**config.mk**
```make
export PLATFORM = sky130hd
export DESIGN_NAME = ram_arbiter_ctrl
export DESIGN_NICKNAME = d
export VERILOG_FILES = /design/src/rtl/ram_arbiter_ctrl_pkg.sv /design/src/rtl/ram_arbiter_ctrl_lane_unit.sv /design/src/rtl/ram_arbiter_ctrl.sv
export SDC_FILE = /design/constraint.sdc
export NUM_CORES = 1
export LEC_CHECK = 0
export BUFFER_PORTS_ARGS = -buffer_cell sky130_fd_sc_hd__buf_2
export CAP_MARGIN = 0
export CORE_UTILIZATION = 30
export DETAILED_ROUTE_END_ITERATION = 12
export PLACE_DENSITY = 0.54
export SLEW_MARGIN = 20
export SYNTH_ARGS = -nofsm -noshare
export SYNTH_HDL_FRONTEND = slang
export SYNTH_SLANG_ARGS = --single-unit
```
**constraint.sdc**
```tcl
create_clock -name clk -period 4.3 [get_ports clk]
set_input_delay 0.43 -clock clk [delete_from_list [all_inputs] [get_ports clk]]
set_output_delay 0.43 -clock clk [all_outputs]
set_load 0.1 [all_outputs]
```
**src/rtl/ram_arbiter_ctrl_pkg.sv**
```systemverilog
// Shared definitions for the RAM arbiter/sequencer: state encoding, access size codes,
// word-offset width and alignment helpers.
package ram_arbiter_ctrl_pkg;

  localparam int unsigned DataBus     = 32;
  localparam int unsigned DataAddrBus = 32;
  localparam int unsigned WordOffW    = 2;

  typedef enum logic [1:0] {
    StIdle,
    StRd,
    StWr,
    StResp
  } state_e;

  localparam logic [1:0] SzB   = 2'b00;
  localparam logic [1:0] SzH   = 2'b01;
  localparam logic [1:0] SzW   = 2'b10;
  localparam logic [1:0] SzRsv = 2'b11;

  function automatic logic misaligned(logic [1:0] size, logic [1:0] off);
    case (size)
      SzB:     misaligned = 1'b0;
      SzH:     misaligned = off[0];
      SzW:     misaligned = (off != 2'b00);
      default: misaligned = 1'b1;
    endcase
  endfunction

  // Reserved size behaves as a word access when no error is raised.
  function automatic logic [1:0] norm_size(logic [1:0] size);
    norm_size = (size == SzRsv) ? SzW : size;
  endfunction

  function automatic logic [1:0] norm_off(logic [1:0] size, logic [1:0] off);
    case (size)
      SzB:     norm_off = off;
      SzH:     norm_off = {off[1], 1'b0};
      default: norm_off = 2'b00;
    endcase
  endfunction

endpackage

```
**src/rtl/ram_arbiter_ctrl_lane_unit.sv**
```systemverilog
// Byte-lane helper: merges sub-word store data into a read word and extracts/extends
// sub-word load data. Big-endian lanes; size must already be normalised (no reserved code).
module ram_lane_unit
  import ram_arbiter_ctrl_pkg::*;
(
  input  logic [DataBus-1:0] rbuf,
  input  logic [DataBus-1:0] wdata,
  input  logic [1:0]         size,
  input  logic [1:0]         offset,
  input  logic               uns,
  output logic [DataBus-1:0] merged,
  output logic [DataBus-1:0] load_data
);

  logic [4:0]         sh;
  logic [DataBus-1:0] lane_mask;
  logic [DataBus-1:0] raw;

  always_comb begin
    sh        = 5'd0;
    lane_mask = '1;
    case (size)
      SzB: begin
        sh        = {~offset, 3'b000};
        lane_mask = 32'h0000_00ff << sh;
      end
      SzH: begin
        sh        = {~offset[1], 4'b0000};
        lane_mask = 32'h0000_ffff << sh;
      end
      default: ;
    endcase

    merged = (rbuf & ~lane_mask) | ((wdata << sh) & lane_mask);
    raw    = rbuf >> sh;

    case (size)
      SzB:     load_data = uns ? {24'd0, raw[7:0]} : {{24{raw[7]}}, raw[7:0]};
      SzH:     load_data = uns ? {16'd0, raw[15:0]} : {{16{raw[15]}}, raw[15:0]};
      // Word access: sh is zero so raw equals rbuf.
      default: load_data = raw;
    endcase
  end

endmodule

```
**src/rtl/ram_arbiter_ctrl.sv**
```systemverilog
// Two-port round-robin arbiter and load/store sequencer in front of the data RAM.
// Optional alignment/size checking is enabled by defining RAM_ARB_ALIGN_CHK_EN.
module ram_arbiter_ctrl
  import ram_arbiter_ctrl_pkg::*;
#(
  parameter int unsigned ADDR_W = 32,
  parameter int unsigned DATA_W = 32
) (
  input  logic              clk,
  input  logic              rst_n,
  input  logic              req0,
  input  logic              we0,
  input  logic [ADDR_W-1:0] addr0,
  input  logic [DATA_W-1:0] wdata0,
  input  logic [1:0]        size0,
  input  logic              uns0,
  output logic              ack0,
  output logic [DATA_W-1:0] rdata0,
  output logic              err0,
  input  logic              req1,
  input  logic              we1,
  input  logic [ADDR_W-1:0] addr1,
  input  logic [DATA_W-1:0] wdata1,
  input  logic [1:0]        size1,
  input  logic              uns1,
  output logic              ack1,
  output logic [DATA_W-1:0] rdata1,
  output logic              err1,
  output logic              ram_re,
  output logic [ADDR_W-1:0] ram_raddr,
  input  logic [DATA_W-1:0] ram_rdata,
  output logic              ram_we,
  output logic [ADDR_W-1:0] ram_waddr,
  output logic [DATA_W-1:0] ram_wdata
);

  state_e            state_q, state_d;
  logic              rr_last_q, port_q, we_q, uns_q, err_q;
  logic [ADDR_W-1:0] addr_q;
  logic [DATA_W-1:0] wdata_q, rbuf_q;
  logic [1:0]        size_q;

  logic              grant_valid, grant;
  logic              sel_we, sel_uns, sel_err;
  logic [ADDR_W-1:0] sel_addr;
  logic [DATA_W-1:0] sel_wdata;
  logic [1:0]        sel_size;

  always_comb begin
    grant_valid = req0 | req1;
    if (req0 && req1) grant = ~rr_last_q;
    else              grant = ~req0;
    sel_we    = grant ? we1    : we0;
    sel_addr  = grant ? addr1  : addr0;
    sel_wdata = grant ? wdata1 : wdata0;
    sel_size  = grant ? size1  : size0;
    sel_uns   = grant ? uns1   : uns0;
`ifdef RAM_ARB_ALIGN_CHK_EN
    sel_err   = misaligned(sel_size, sel_addr[1:0]);
`else
    sel_err   = 1'b0;
`endif
  end

  always_comb begin
    state_d = state_q;
    case (state_q)
      StIdle: begin
        if (grant_valid) begin
          if (sel_err)                         state_d = StResp;
          else if (!sel_we)                    state_d = StRd;
          else if (norm_size(sel_size) == SzW) state_d = StWr;
          else                                 state_d = StRd;
        end
      end
      StRd:    state_d = we_q ? StWr : StResp;
      StWr:    state_d = StResp;
      default: state_d = StIdle;
    endcase
  end

  always_ff @(posedge clk or negedge rst_n) begin
    if (!rst_n) begin
      state_q   <= StIdle;
      rr_last_q <= 1'b1;
      port_q    <= 1'b0;
      we_q      <= 1'b0;
      uns_q     <= 1'b0;
      err_q     <= 1'b0;
      addr_q    <= '0;
      wdata_q   <= '0;
      size_q    <= SzB;
      rbuf_q    <= '0;
    end else begin
      state_q <= state_d;
      if (state_q == StIdle && grant_valid) begin
        rr_last_q <= grant;
        port_q    <= grant;
        we_q      <= sel_we;
        uns_q     <= sel_uns;
        err_q     <= sel_err;
        addr_q    <= sel_addr;
        wdata_q   <= sel_wdata;
        size_q    <= sel_size;
      end
      if (state_q == StRd) rbuf_q <= ram_rdata;
    end
  end

  logic [1:0]        eff_size, eff_off;
  logic [ADDR_W-1:0] addr_al;
  logic [DATA_W-1:0] merged, load_data, resp_data;
  logic              resp;

  assign eff_size = norm_size(size_q);
  assign eff_off  = norm_off(eff_size, addr_q[1:0]);
  assign addr_al  = {addr_q[ADDR_W-1:WordOffW], WordOffW'(0)};

  ram_lane_unit u_lane (
    .rbuf      (rbuf_q),
    .wdata     (wdata_q),
    .size      (eff_size),
    .offset    (eff_off),
    .uns       (uns_q),
    .merged    (merged),
    .load_data (load_data)
  );

  // Stores and errored accesses return zero data.
  always_comb begin
    ram_re    = (state_q == StRd);
    ram_we    = (state_q == StWr);
    ram_raddr = ram_re ? addr_al : '0;
    ram_waddr = ram_we ? addr_al : '0;
    ram_wdata = ram_we ? merged  : '0;
    resp      = (state_q == StResp);
    resp_data = (err_q || we_q) ? '0 : load_data;
    ack0      = resp & ~port_q;
    ack1      = resp &  port_q;
    rdata0    = ack0 ? resp_data : '0;
    rdata1    = ack1 ? resp_data : '0;
    err0      = ack0 & err_q;
    err1      = ack1 & err_q;
  end

endmodule

```
==> flow_metrics.py <==
metrics = {
    "sta": {
        "rsz0062_at_grt": "false",
        "worstMarginPinSlew_ns": 1.07,
        "setup_viol": 0,
        "final-hold-violation-count": 0,
        "fin_crit_ns": 3.53,
        "drv_slew": 0,
        "finClkSkew_ns": 0.00726,
        "timing.setup.tns_ns": 0,
        "fin_crit_sh_pct": 82.1,
        "max_freq_mhz": 283,
        "slew_headroom_pct": 28.3,
    },
    "run_status": {
        "status": "finished clean",
    },
    "job": {
        "cap_viol_max_count": 0,
    },
    "grt": {
        "grt_pass1_wl_mm": 37.5,
        "overflow": 0,
        "grt_max_degree": 77,
        "grt_pass1_vias": 6184,
        "antenna_found_initial": 3,
        "grt_use_total_pct": 21.0,
    },
    "synthesis": {
        "synth_top_area_share_pct": 37.1,
        "synth.most_common_cell": "nand2_1",
        "ys_types": 47,
        "synth_area_leaders": "dfrtp_1 (37%), mux2i_1 (12%), nand2_1 (7.5%)",
        "synth_flop_cell": "dfrtp_1",
        "syn_avg_cell_area_sq_um": 8.65,
        "synth_edf_count": 0,
        "synthesis.area_sq_um": 6950,
        "synth_top_area_cell": "dfrtp_1",
        "synthCells": 804,
        "synth-seq-cells": 104,
        "ys_warn_count": 0,
        "synth_common_cells": "nand2_1 (139), dfrtp_1 (103), o21ai_0 (96)",
        "postSynth.asyncResetShare_pct": 100,
        "yosysSeqAreaShare_pct": 37.4,
    },
    "cts": {
        "path_clk_slew_ns": 0.08,
        "clkLatencyLatePin_ns": 0.36,
        "cts_setup_buffers": 0,
        "cts_tree": "yes",
        "cts-root-buf": "clkbuf_16",
        "cts_sinks": 104,
        "cts_buffer_depth": 2,
        "ctsHoldBuffers": 0,
        "cts_resized": 0,
        "cts_made_buffers": 9,
        "cts_max_level": 3,
    },
    "drt": {
        "ant_nets": 0,
        "wire_per_inst_um": 18.0,
        "drtPass1Iterations": 5,
        "drc": 0,
        "num_vias": 6761,
        "wl_mm": 24.9,
        "vias_per_cell": 4.90,
        "drtIter0Drc": 595,
    },
    "critical_path": {
        "critPathArrivalTime_ns": 3.10,
        "cp-end-kind": "primary output",
        "required_ns": 3.87,
        "start_kind": "flip-flop",
        "worstPathMaxFanout": 48,
        "crit_type": "reg -> out",
    },
    "place": {
        "placed_cell_area_sq_um": 8790,
        "port_buffers": 331,
        "dp_hpwl_mm": 19.4,
        "place_congestion": 0.925,
        "place_inst": 1361,
    },
    "finish": {
        "drive_gt1_share_pct": 37.3,
        "utilization_pct": 40.1,
        "finalInstanceArea_sq_um": 9100,
        "syn2layout_area_growth_pct": 30.8,
        "nNetsFinal": 1264,
        "fin_cells": 1379,
    },
    "floorplan": {
        "start_util_pct": 30.6,
        "die_x_um": 154,
        "die_area_sq_um": 23800,
        "rows": 55,
        "core_area_sq_um": 22700,
        "die_h_um": 154,
        "io_pins": 338,
    },
    "hold_path": {
        "hold_class": "in -> async",
    },
}
[state kept, by name (all words and copies together), names as in the netlist]
| name | cells |
|---|---|
| addr_q | 32 |
| size_q | 2 |
| rr_last_q | 1 |
| wdata_q | 32 |
| we_q | 1 |
| rbuf_q | 32 |
| port_q | 1 |
| uns_q | 1 |
| state_q | 2 |
[worst paths after layout]
kind | depth (start not counted) | endpoint | from | slack (ns)
worst min-delay path | 1 | wdata_q[16] | rst_n | 0.08
max in group asynchronous | 2 | rr_last_q | rst_n | 3.31
min in group clk | 3 | rbuf_q[24] | ram_rdata[24] | 0.28
worst max-delay path | 6 | rdata0[16] | size_q[1] | 0.77
worst min register to register | 2 | wdata_q[26] | wdata_q[26] | 0.49
worst max register to register | 5 | wdata_q[15] | rr_last_q | 2.01
[area by class of cell]
type / instances / area (sq um)
diodes: 2 / 5.00
well taps: 285 / 357
fillers: 2376 / 13600
clock inverters: 6 / 75.1
inverters: 15 / 56.3
multi-input cells: 612 / 3980
flip-flops and latches: 104 / 2600
clock buffers: 10 / 229
repair buffers: 345 / 1790
[logic make-up (layout without fill, tap and decap cells)]
logic type	after synthesis	after routing	share of synthesized area (%)
DFF	104	104	37.4
muxes	122	122	19.4
and+or+nand+nor	269	269	18.5
other	1	8	0.0539
AOI/OAI and AO/OA	210	210	17.3
adders and majority gates	5	5	0.900
buffers and inverters	93	376	6.39
[worst max-delay path, stage by stage, from the launching register on]
cell and delay (ns):
dfrtp_1 0.76, or2_1 0.65, a21oi_1 0.19, o31ai_4 0.23, buf_4 0.43, a21oi_1 0.16
buf_2 0.32
[placed cells by master, fill, tap and decap left out, types with 15 or more instances in the layout]
master,instances
dfrtp_1,103
nor2_1,23
buf_4,15
o21ai_0,95
a21oi_1,62
and2_1,76
inv_1,15
mux2i_1,85
nand2_1,139
buf_2,328
mux2_2,30
[per-stage QoR]
stage / hold slack (ns) / worst slack [ns]
after floorplan: 0.134 / -0.174
after global placement: 0.466 / 1.19
after detailed placement: 0.475 / 1.18
after CTS: 0.101 / 0.773
after global routing: 0.124 / 0.546
final: 0.0794 / 0.769
[layer usage]
metal  vias to the layer above  routed length, um  track usage, %  share of wire [%]
li1                       3326                  -               -                  -
met1                      3128              11400            28.9                 46
met2                       274              11600            34.0                 47
met3                        31               1360            2.89                5.5
met4                         2                537            6.79                2.2
met5                         -                 17               0              0.068
Power is not shown: default switching activity piles up to over one toggle a cycle in this logic, so the estimate is an artifact.
